[config.mk]
export PLATFORM = sky130hd
export DESIGN_NAME = dac_glitch_sequencer
export DESIGN_NICKNAME = d
export VERILOG_FILES = /design/src/rtl/dac_glitch_sequencer.sv
export SDC_FILE = /design/constraint.sdc
export NUM_CORES = 1
export LEC_CHECK = 0
export CAP_MARGIN = 20
export CORE_UTILIZATION = 57
export CTS_CLUSTER_SIZE = 28
export DETAILED_ROUTE_END_ITERATION = 8
export GPL_TIMING_DRIVEN = 1
export PLACE_DENSITY = 0.86
export SKIP_LAST_GASP = 1
export SLEW_MARGIN = 20
export SYNTH_ARGS = -nofsm -noshare
export SYNTH_HDL_FRONTEND = slang
export SYNTH_SLANG_ARGS = --single-unit
[constraint.sdc]
create_clock -name clk -period 5.32 [get_ports clk]
set_input_delay 1.064 -clock clk [delete_from_list [all_inputs] [get_ports clk]]
set_output_delay 1.064 -clock clk [all_outputs]
set_load 0.01 [all_outputs]
[src/rtl/dac_glitch_sequencer.sv]
// Purpose: shapes a DAC voltage glitch (baseline -> glitch code -> baseline) after a trigger edge.
// Latency: first glitch code appears 2+delay cycles after the trigger edge; all outputs are registered.
// Backpressure: none; arm is honoured only in IDLE, abort wins over arm and trigger.
module dac_glitch_sequencer #(
  parameter int DELAY_W = 32,
  parameter int WIDTH_W = 16,
  parameter int DAC_W   = 8
) (
  input  logic               clk,
  input  logic               reset,
  input  logic               arm,
  input  logic               abort,
  input  logic               trigger,
  input  logic [DELAY_W-1:0] delay,
  input  logic [WIDTH_W-1:0] width,
  input  logic [DAC_W-1:0]   base_level,
  input  logic [DAC_W-1:0]   glitch_level,
  output logic [DAC_W-1:0]   dac_level,
  output logic               busy,
  output logic               done,
  output logic               glitch_active,
  output logic [1:0]         state,
  output logic [DELAY_W-1:0] delay_count
);

  typedef enum logic [1:0] {
    S_IDLE   = 2'd0,
    S_ARMED  = 2'd1,
    S_DELAY  = 2'd2,
    S_GLITCH = 2'd3
  } state_t;

  localparam logic [DELAY_W-1:0] DCNT_ONE = DELAY_W'(1);
  localparam logic [WIDTH_W-1:0] WCNT_ONE = WIDTH_W'(1);

  state_t             state_q, state_d;
  logic               trig_q, trig_d;
  logic [DAC_W-1:0]   dac_q, dac_d;
  logic               busy_q, busy_d;
  logic               done_q, done_d;
  logic               glitch_q, glitch_d;
  logic [DELAY_W-1:0] dcnt_q, dcnt_d;
  logic [WIDTH_W-1:0] wcnt_q, wcnt_d;
  logic [DELAY_W-1:0] delay_lat_q, delay_lat_d;
  logic [WIDTH_W-1:0] width_lat_q, width_lat_d;
  logic [DAC_W-1:0]   base_lat_q, base_lat_d;
  logic [DAC_W-1:0]   glitch_lat_q, glitch_lat_d;
  logic               trig_edge;

  // Edge is seen against the previous-cycle sample, so a trigger already high
  // on entry to ARMED must drop and rise again before it fires.
  assign trig_edge = trigger && !trig_q;

  // Next-state, counters, configuration latches and next output values.
  always_comb begin
    state_d      = state_q;
    trig_d       = trigger;
    dac_d        = dac_q;
    done_d       = 1'b0;
    glitch_d     = 1'b0;
    dcnt_d       = dcnt_q;
    wcnt_d       = wcnt_q;
    delay_lat_d  = delay_lat_q;
    width_lat_d  = width_lat_q;
    base_lat_d   = base_lat_q;
    glitch_lat_d = glitch_lat_q;

    if (abort) begin
      // From IDLE nothing is latched yet, so the live baseline is the safe code.
      state_d = S_IDLE;
      dac_d   = (state_q == S_IDLE) ? base_level : base_lat_q;
    end else begin
      case (state_q)
        S_IDLE: begin
          dac_d = base_level;
          if (arm) begin
            delay_lat_d  = delay;
            width_lat_d  = width;
            base_lat_d   = base_level;
            glitch_lat_d = glitch_level;
            state_d      = S_ARMED;
          end
        end
        S_ARMED: begin
          dac_d = base_lat_q;
          if (trig_edge) begin
            state_d = S_DELAY;
            dcnt_d  = '0;
          end
        end
        S_DELAY: begin
          dac_d = base_lat_q;
          if (dcnt_q == delay_lat_q) begin
            if (width_lat_q == '0) begin
              // Zero width: no glitch at all, just report completion.
              state_d = S_IDLE;
              done_d  = 1'b1;
            end else begin
              state_d  = S_GLITCH;
              dac_d    = glitch_lat_q;
              glitch_d = 1'b1;
              wcnt_d   = WCNT_ONE;
            end
          end else if (dcnt_q != '1) begin
            dcnt_d = dcnt_q + DCNT_ONE;
          end
        end
        S_GLITCH: begin
          // wcnt_q counts glitch cycles already on the pins, including this one.
          if (wcnt_q == width_lat_q) begin
            state_d = S_IDLE;
            dac_d   = base_lat_q;
            done_d  = 1'b1;
          end else begin
            dac_d    = glitch_lat_q;
            glitch_d = 1'b1;
            wcnt_d   = wcnt_q + WCNT_ONE;
          end
        end
        default: begin
          state_d = S_IDLE;
          dac_d   = base_level;
        end
      endcase
    end

    busy_d = (state_d != S_IDLE);
  end

  // State and registered outputs; reset forces the DAC to 0 without waiting for clk.
  always_ff @(posedge clk or negedge reset) begin
    if (!reset) begin
      state_q      <= S_IDLE;
      trig_q       <= 1'b0;
      dac_q        <= '0;
      busy_q       <= 1'b0;
      done_q       <= 1'b0;
      glitch_q     <= 1'b0;
      dcnt_q       <= '0;
      wcnt_q       <= '0;
      delay_lat_q  <= '0;
      width_lat_q  <= '0;
      base_lat_q   <= '0;
      glitch_lat_q <= '0;
    end else begin
      state_q      <= state_d;
      trig_q       <= trig_d;
      dac_q        <= dac_d;
      busy_q       <= busy_d;
      done_q       <= done_d;
      glitch_q     <= glitch_d;
      dcnt_q       <= dcnt_d;
      wcnt_q       <= wcnt_d;
      delay_lat_q  <= delay_lat_d;
      width_lat_q  <= width_lat_d;
      base_lat_q   <= base_lat_d;
      glitch_lat_q <= glitch_lat_d;
    end
  end

  assign dac_level     = dac_q;
  assign busy          = busy_q;
  assign done          = done_q;
  assign glitch_active = glitch_q;
  assign state         = state_q;
  assign delay_count   = dcnt_q;

endmodule
==> flow_summary.toml, run 1 <==
[setup_path]
critPathSlowestCell = "a31oi_4"
critPathMostFrequentCell = "nand3_1"
crit_arrival_ns = 3.80
path_delay_family = "simple AND/OR/NAND/NOR gates"
crit_buf_inv = 2
worst-path-max-fanout = 20
slowest_delay_ns = 0.57
start_kind = "input port"
path_cells = "clkdlybuf4s50_1, inv_1, o21ai_0, nand3_1, a31oi_4, nand3_1, or4_1, a21oi_1"
crit_path_end_kind = "flop"
crit_type = "input port to flop"
required_ns = 5.77
crit_start = "trigger"
r2r-start = "delay_count[5]"

[timing]
slew_viol_final = 0
tightest_slew_ns = 0.961
setup_viol = 0
rsz0062_at_grt = "false"
final.setup_skew_ns = 0.00902
slew_headroom_pct = 36.0
min_period_over_period_pct = 63.0
totalNegativeSetupSlack_ns = 0
clock.fmax_mhz = 298
layout_min_cycle_time_ns = 3.35
hold_viol = 0

[clock_tree]
cts_hold_buf = 0
clk_pin_slew_ns = 0.06
cts_tree = "done"
cts.htree.levels = 4
clk_path_buf_depth = 2
root_buffer = "clkbuf_8"
cts_buffers = 17
post_cts_resized = 0
post_cts_buffers = 0
insertion_delay_ns = 0.53
cts.sinks = 126

[logic_synthesis]
ys_seq_elements = 126
yosys_warnings = 0
yosysSeqAreaShare_pct = 50.3
synthArstFlopShare_pct = 100
syn_area_per_cell_um2 = 11.4
synth_compound_area_share_pct = 8.82
synth_top_family_by_area = "simple AND/OR/NAND/NOR gates"
synthSimpleGateAreaFrac_pct = 16.5
synthMuxAreaShare_pct = 11.7
yosys.area_share.adder_pct = 1.20
synth.largest_area_cell = "dfrtp_1"
synthXorXnorAreaFrac_pct = 9.07
synth_nets = 623
synth_area_leaders = "dfrtp_1 50%, mux2_2 12%, xnor2_1 7.0%"
yosysMostFrequentCell = "dfrtp_1"
postSynthCellCount = 548
ys_top_cells_by_count = "126 x dfrtp_1, 65 x mux2_2, 50 x xnor2_1, 29 x nor2_1, 26 x nand4_1"
yosys.area.top_type_share_pct = 50.3
synth_top_flop_cell = "dfrtp_1"
netlist_area_mm2 = 0.00627
synth_cell_types = 49
synth_edf_count = 0

[die]
die_w_um = 107
core-area_mm2 = 0.0105
ios = 114
die_y_um = 107
rows = 37
dieArea_mm2 = 0.0114
initial_core_util_pct = 59.7

[place]
hpwlAfterDp_mm = 10.2
numPortBuffers = 113
place_congestion = 0.926

[global_route]
grt_pass1_vias = 4938
grt_antenna_before_repair = 0
track_usage_pct = 28.6
grt_pass1_wl_mm = 24.9
grt_max_degree = 77
overflow = 0

[detailed_routing]
drt_iter0_drc = 271
wirelength_mm = 14.9
dr_wl_met2_mm = 7.35
wl_met1_mm = 6.22
dr.pass1.iters = 5
antenna_left = 0
wl_met3_um = 904
top_layer_used = "met4"
num_vias = 4792
drc = 0
wire_per_inst_um = 18.5
viasPerCell = 5.96

[pwr]
p_per_area_mw_per_mm2 = 460
power_mw = 3.71
ir_drop_mv = 0.323
p_leak_nw = 3.32

[job]
maxCapViolations = 0

[final_layout]
diodes = 0
syn2layout_area_growth_pct = 28.5
drive_gt1_share_pct = 16.8
fillers = 687
layout.nets = 733

[worst_hold_path]
hp-class = "input port to asynchronous set/reset pin"

[status]
outcome = "finished, final reports clean"
report_power, final:
part	internal, mW	switching, mW
combinational	0.596	0.474
clock	0.740	0.393
sequential	1.27	0.236
total	2.60	1.10
state kept, by name (all words and copies together) (netlist names):
signal	flops
done	1
busy	1
dac_level	8
trig_q	1
glitch_active	1
base_lat_q	8
width_lat_q	16
wcnt_q	16
glitch_lat_q	8
delay_count	32
state	2
delay_lat_q	32
metal layers:
layer / track usage, % / up-vias
li1: - / 2198
met1: 36.9 / 2372
met2: 46.2 / 194
met3: 7.60 / 28
met4: 10.7 / 0
met5: 0 / -
final timing paths:
path	end	slack, ns	cells after the start
max	delay_count[15]	1.97	8
min	width_lat_q[4]	0.32	1
max reg2reg	delay_count[23]	2.15	7
min reg2reg	dac_level[7]	0.50	1
max in group asynchronous	delay_count[22]	3.89	2
min in group clk	dac_level[7]	0.50	1
cells by family after synthesis:
kind of cell / count (synthesis)
buffers and inverters: 34
muxes: 65
DFF: 126
AOI/OAI and AO/OA: 75
xor gates and xnor gates: 65
adders and majority gates: 6
and+or+nand+nor: 177
cell usage in the layout (no fill, tap or decap), drive strengths merged, types with 4 or more instances in the layout:
master	instances
dfrtp	126
clkdlybuf4s50	112
mux2	65
xnor2	50
nor2	29
nand4	27
and3	25
nand3	24
nand2	22
clkbuf	22
a21oi	19
o21ai	17
xor2	15
a221o	14
and2	11
or3	10
inv	9
nor4	8
a22o	7
o31ai	6
nor3b	6
ha	6
buf	4
worst register-to-register path, delay by kind of cell, from the launching register on:
family	cells	cell delay, ns
compound gates	2	0.31
flops	1	0.47
simple gates	4	2.06
xor+xnor	1	0.25
metrics by stage:
stage                     util [%]  setup slack [ns]  cell area, um^2  hold WS, ns  cells
after global routing          76.7              1.82             8060        0.303    804
after detailed placement      71.2              1.48             7480        0.489    775
after floorplan                  -              2.84             6270        0.471    548
final                         76.7              1.97             8060        0.320    804
after CTS                     76.7              2.04             8060        0.307    804
after global placement        71.2              1.64             7480        0.480    775
layout make-up:
| class | count | area [um^2] | area share [%] |
|---|---|---|---|
| sequential | 126 | 3150 | 39.1 |
| multi-input combinational | 388 | 2980 | 36.9 |
| timing repair buffer | 116 | 1150 | 14.3 |
| clock buffer | 22 | 463 | 5.74 |
| tap | 136 | 170 | 2.11 |
| clock inverter | 7 | 113 | 1.40 |
| inverter | 9 | 33.8 | 0.419 |
Note: power is estimated with default switching activity, not from simulation.
==> inputs of run 2 (changes only) <==
--- a/config.mk
+++ b/config.mk
@@ -6,11 +6,11 @@
 export NUM_CORES = 1
 export LEC_CHECK = 0
 export CAP_MARGIN = 20
-export CORE_UTILIZATION = 57
+export CORE_UTILIZATION = 53
 export CTS_CLUSTER_SIZE = 28
 export DETAILED_ROUTE_END_ITERATION = 8
 export GPL_TIMING_DRIVEN = 1
-export PLACE_DENSITY = 0.86
+export PLACE_DENSITY = 0.81
 export SKIP_LAST_GASP = 1
 export SLEW_MARGIN = 20
 export SYNTH_ARGS = -nofsm -noshare
==> constraint.sdc (replaced) <==
create_clock -name clk -period 3.2 [get_ports clk]
set_input_delay 0.64 -clock clk [delete_from_list [all_inputs] [get_ports clk]]
set_output_delay 0.64 -clock clk [all_outputs]
set_load 0.01 [all_outputs]
==> run 2 against run 1 <==
Clock-buffer cell count is 3 higher. Final area is 0.51% higher. Power is 64% higher. First-iteration DRC count is 51% higher. Critical path depth is 1 lower. Sequential cell count stayed put. Non-clock buffer count is 6 higher.
==> flow_summary.toml, run 2 (same netlist as run 1, synthesis figures left out) <==
[detailed_routing]
viasPerCell = 5.88
drc = 0
dr.pass1.iters = 5
antenna_left = 0
num_vias = 4822
wire_per_inst_um = 18.2
drt_iter0_drc = 409
wirelength_mm = 15.0

[timing]
clock.fmax_mhz = 364
rsz0062_at_grt = "false"
setup_viol = 0
hold_viol = 0
min_period_over_period_pct = 85.8
final.setup_skew_ns = 0.0140
totalNegativeSetupSlack_ns = 0
slew_viol_final = 0
tightest_slew_ns = 0.746
slew_headroom_pct = 50.3
layout_min_cycle_time_ns = 2.75

[setup_path]
worstSetupEndpoint = "wcnt_q[4]"
r2r_slack_ns = 0.45
r2r-start = "delay_count[11]"
r2r_cells = 7
cp.depth = 7
critPathSlowestCell = "nor4_2"
crit_path_end_kind = "flop"
rr_endpoint = "wcnt_q[4]"
slowest_delay_ns = 0.48
path_cells = "xnor2_1, nand4_1, nor4_2, a21bo_2, and3_4, o21ai_2, a221o_1"
worst-path-max-fanout = 16
path_delay_family = "simple AND/OR/NAND/NOR gates"
crit_arrival_ns = 3.04
crit_buf_inv = 0
crit_start = "delay_count[11]"
required_ns = 3.49
start_kind = "flop"
crit_type = "flop to flop"

[global_route]
grt_pass1_wl_mm = 25.4
grt_max_degree = 57
overflow = 0
track_usage_pct = 26.3
grt_pass1_vias = 5021
grt_antenna_before_repair = 0

[pwr]
power_mw = 6.07
p_per_area_mw_per_mm2 = 749
ir_drop_mv = 0.562
p_leak_nw = 3.35

[final_layout]
syn2layout_area_growth_pct = 29.1
drive_gt1_share_pct = 17.7
most-common-layout-cells = "126 x dfrtp_1, 112 x clkdlybuf4s50_1, 65 x mux2_2"
layout.nets = 739
diodes = 0
layout_commonest_cell = "dfrtp_1"

[job]
maxCapViolations = 0

[clock_tree]
cts_tree = "done"
clk_pin_slew_ns = 0.06
post_cts_buffers = 0
clk_path_buf_depth = 2
insertion_delay_ns = 0.42
cts.sinks = 126
cts.htree.levels = 4
cts_buffers = 17
post_cts_resized = 0
cts_hold_buf = 0
root_buffer = "clkbuf_16"

[die]
ios = 114
die_y_um = 111
dieArea_mm2 = 0.0123
die_w_um = 111
initial_core_util_pct = 54.7
rows = 39
core-area_mm2 = 0.0115

[status]
outcome = "finished, final reports clean"

[place]
numPortBuffers = 113
hpwlAfterDp_mm = 10.4
place_congestion = 0.872

[worst_hold_path]
hp-class = "input port to asynchronous set/reset pin"
[run 2: cell count changes in the layout (fill, tap and decap cells not counted), moves of 2 or more]
cell	before	now
bufinv_16	3	1
clkbuf_1	2	4
clkinv_2	3	6
buf_4	4	9
[run 2: worst min-delay path by stage]
stage	from	to	cells after the start
2_1_floorplan	reset	base_lat_q[0]	0
6_report	reset	wcnt_q[3]	1
3_5_place_dp	glitch_lat_q[0]	dac_level[0]	1
3_3_place_gp	base_lat_q[5]	dac_level[5]	1
5_1_grt	reset	wcnt_q[3]	1
4_1_cts	reset	wcnt_q[3]	1
[run 2: area by class of cell]
class                   instances  area [um^2]
inverters                       9         33.8
repair buffers                122         1210
clock inverters                 7         60.1
fillers                       799         3370
flip-flops and latches        126         3150
multi-input cells             388         2970
well taps                     143          179
clock buffers                  25          495
[run 2: worst register-to-register path: stages (launching register included)]
cell     delay, ns
dfrtp_1       0.46
xnor2_1       0.20
nand4_1       0.21
nor4_2        0.48
a21bo_2       0.27
and3_4        0.32
o21ai_2       0.26
a221o_1       0.42
[run 2: layer usage]
metal  vias up  track usage (%)  part of all wire, %
met5         -                0                    0
met4         0             11.2                  2.3
met3        25             6.34                  6.1
met2       213             41.4                   48
met1      2368             34.7                   44
li1       2216                -                    -
[run 2: through the flow]
step | utilization, % | hold slack, ns | setup WS (ns) | instances | instance area [um^2]
finish | 70.6 | 0.282 | 0.454 | 820 | 8100
global route | 70.6 | 0.347 | 0.284 | 820 | 8100
CTS | 70.6 | 0.304 | 0.504 | 820 | 8100
detailed placement | 65.8 | 0.492 | 0.169 | 788 | 7550
global placement | 65.8 | 0.479 | 0.323 | 788 | 7550
floorplan | - | 0.344 | 1.06 | 548 | 6270
[run 2: power by group]
part	switching [mW]	internal, mW
logic	0.762	0.997
clock network	0.671	1.14
registers	0.393	2.11
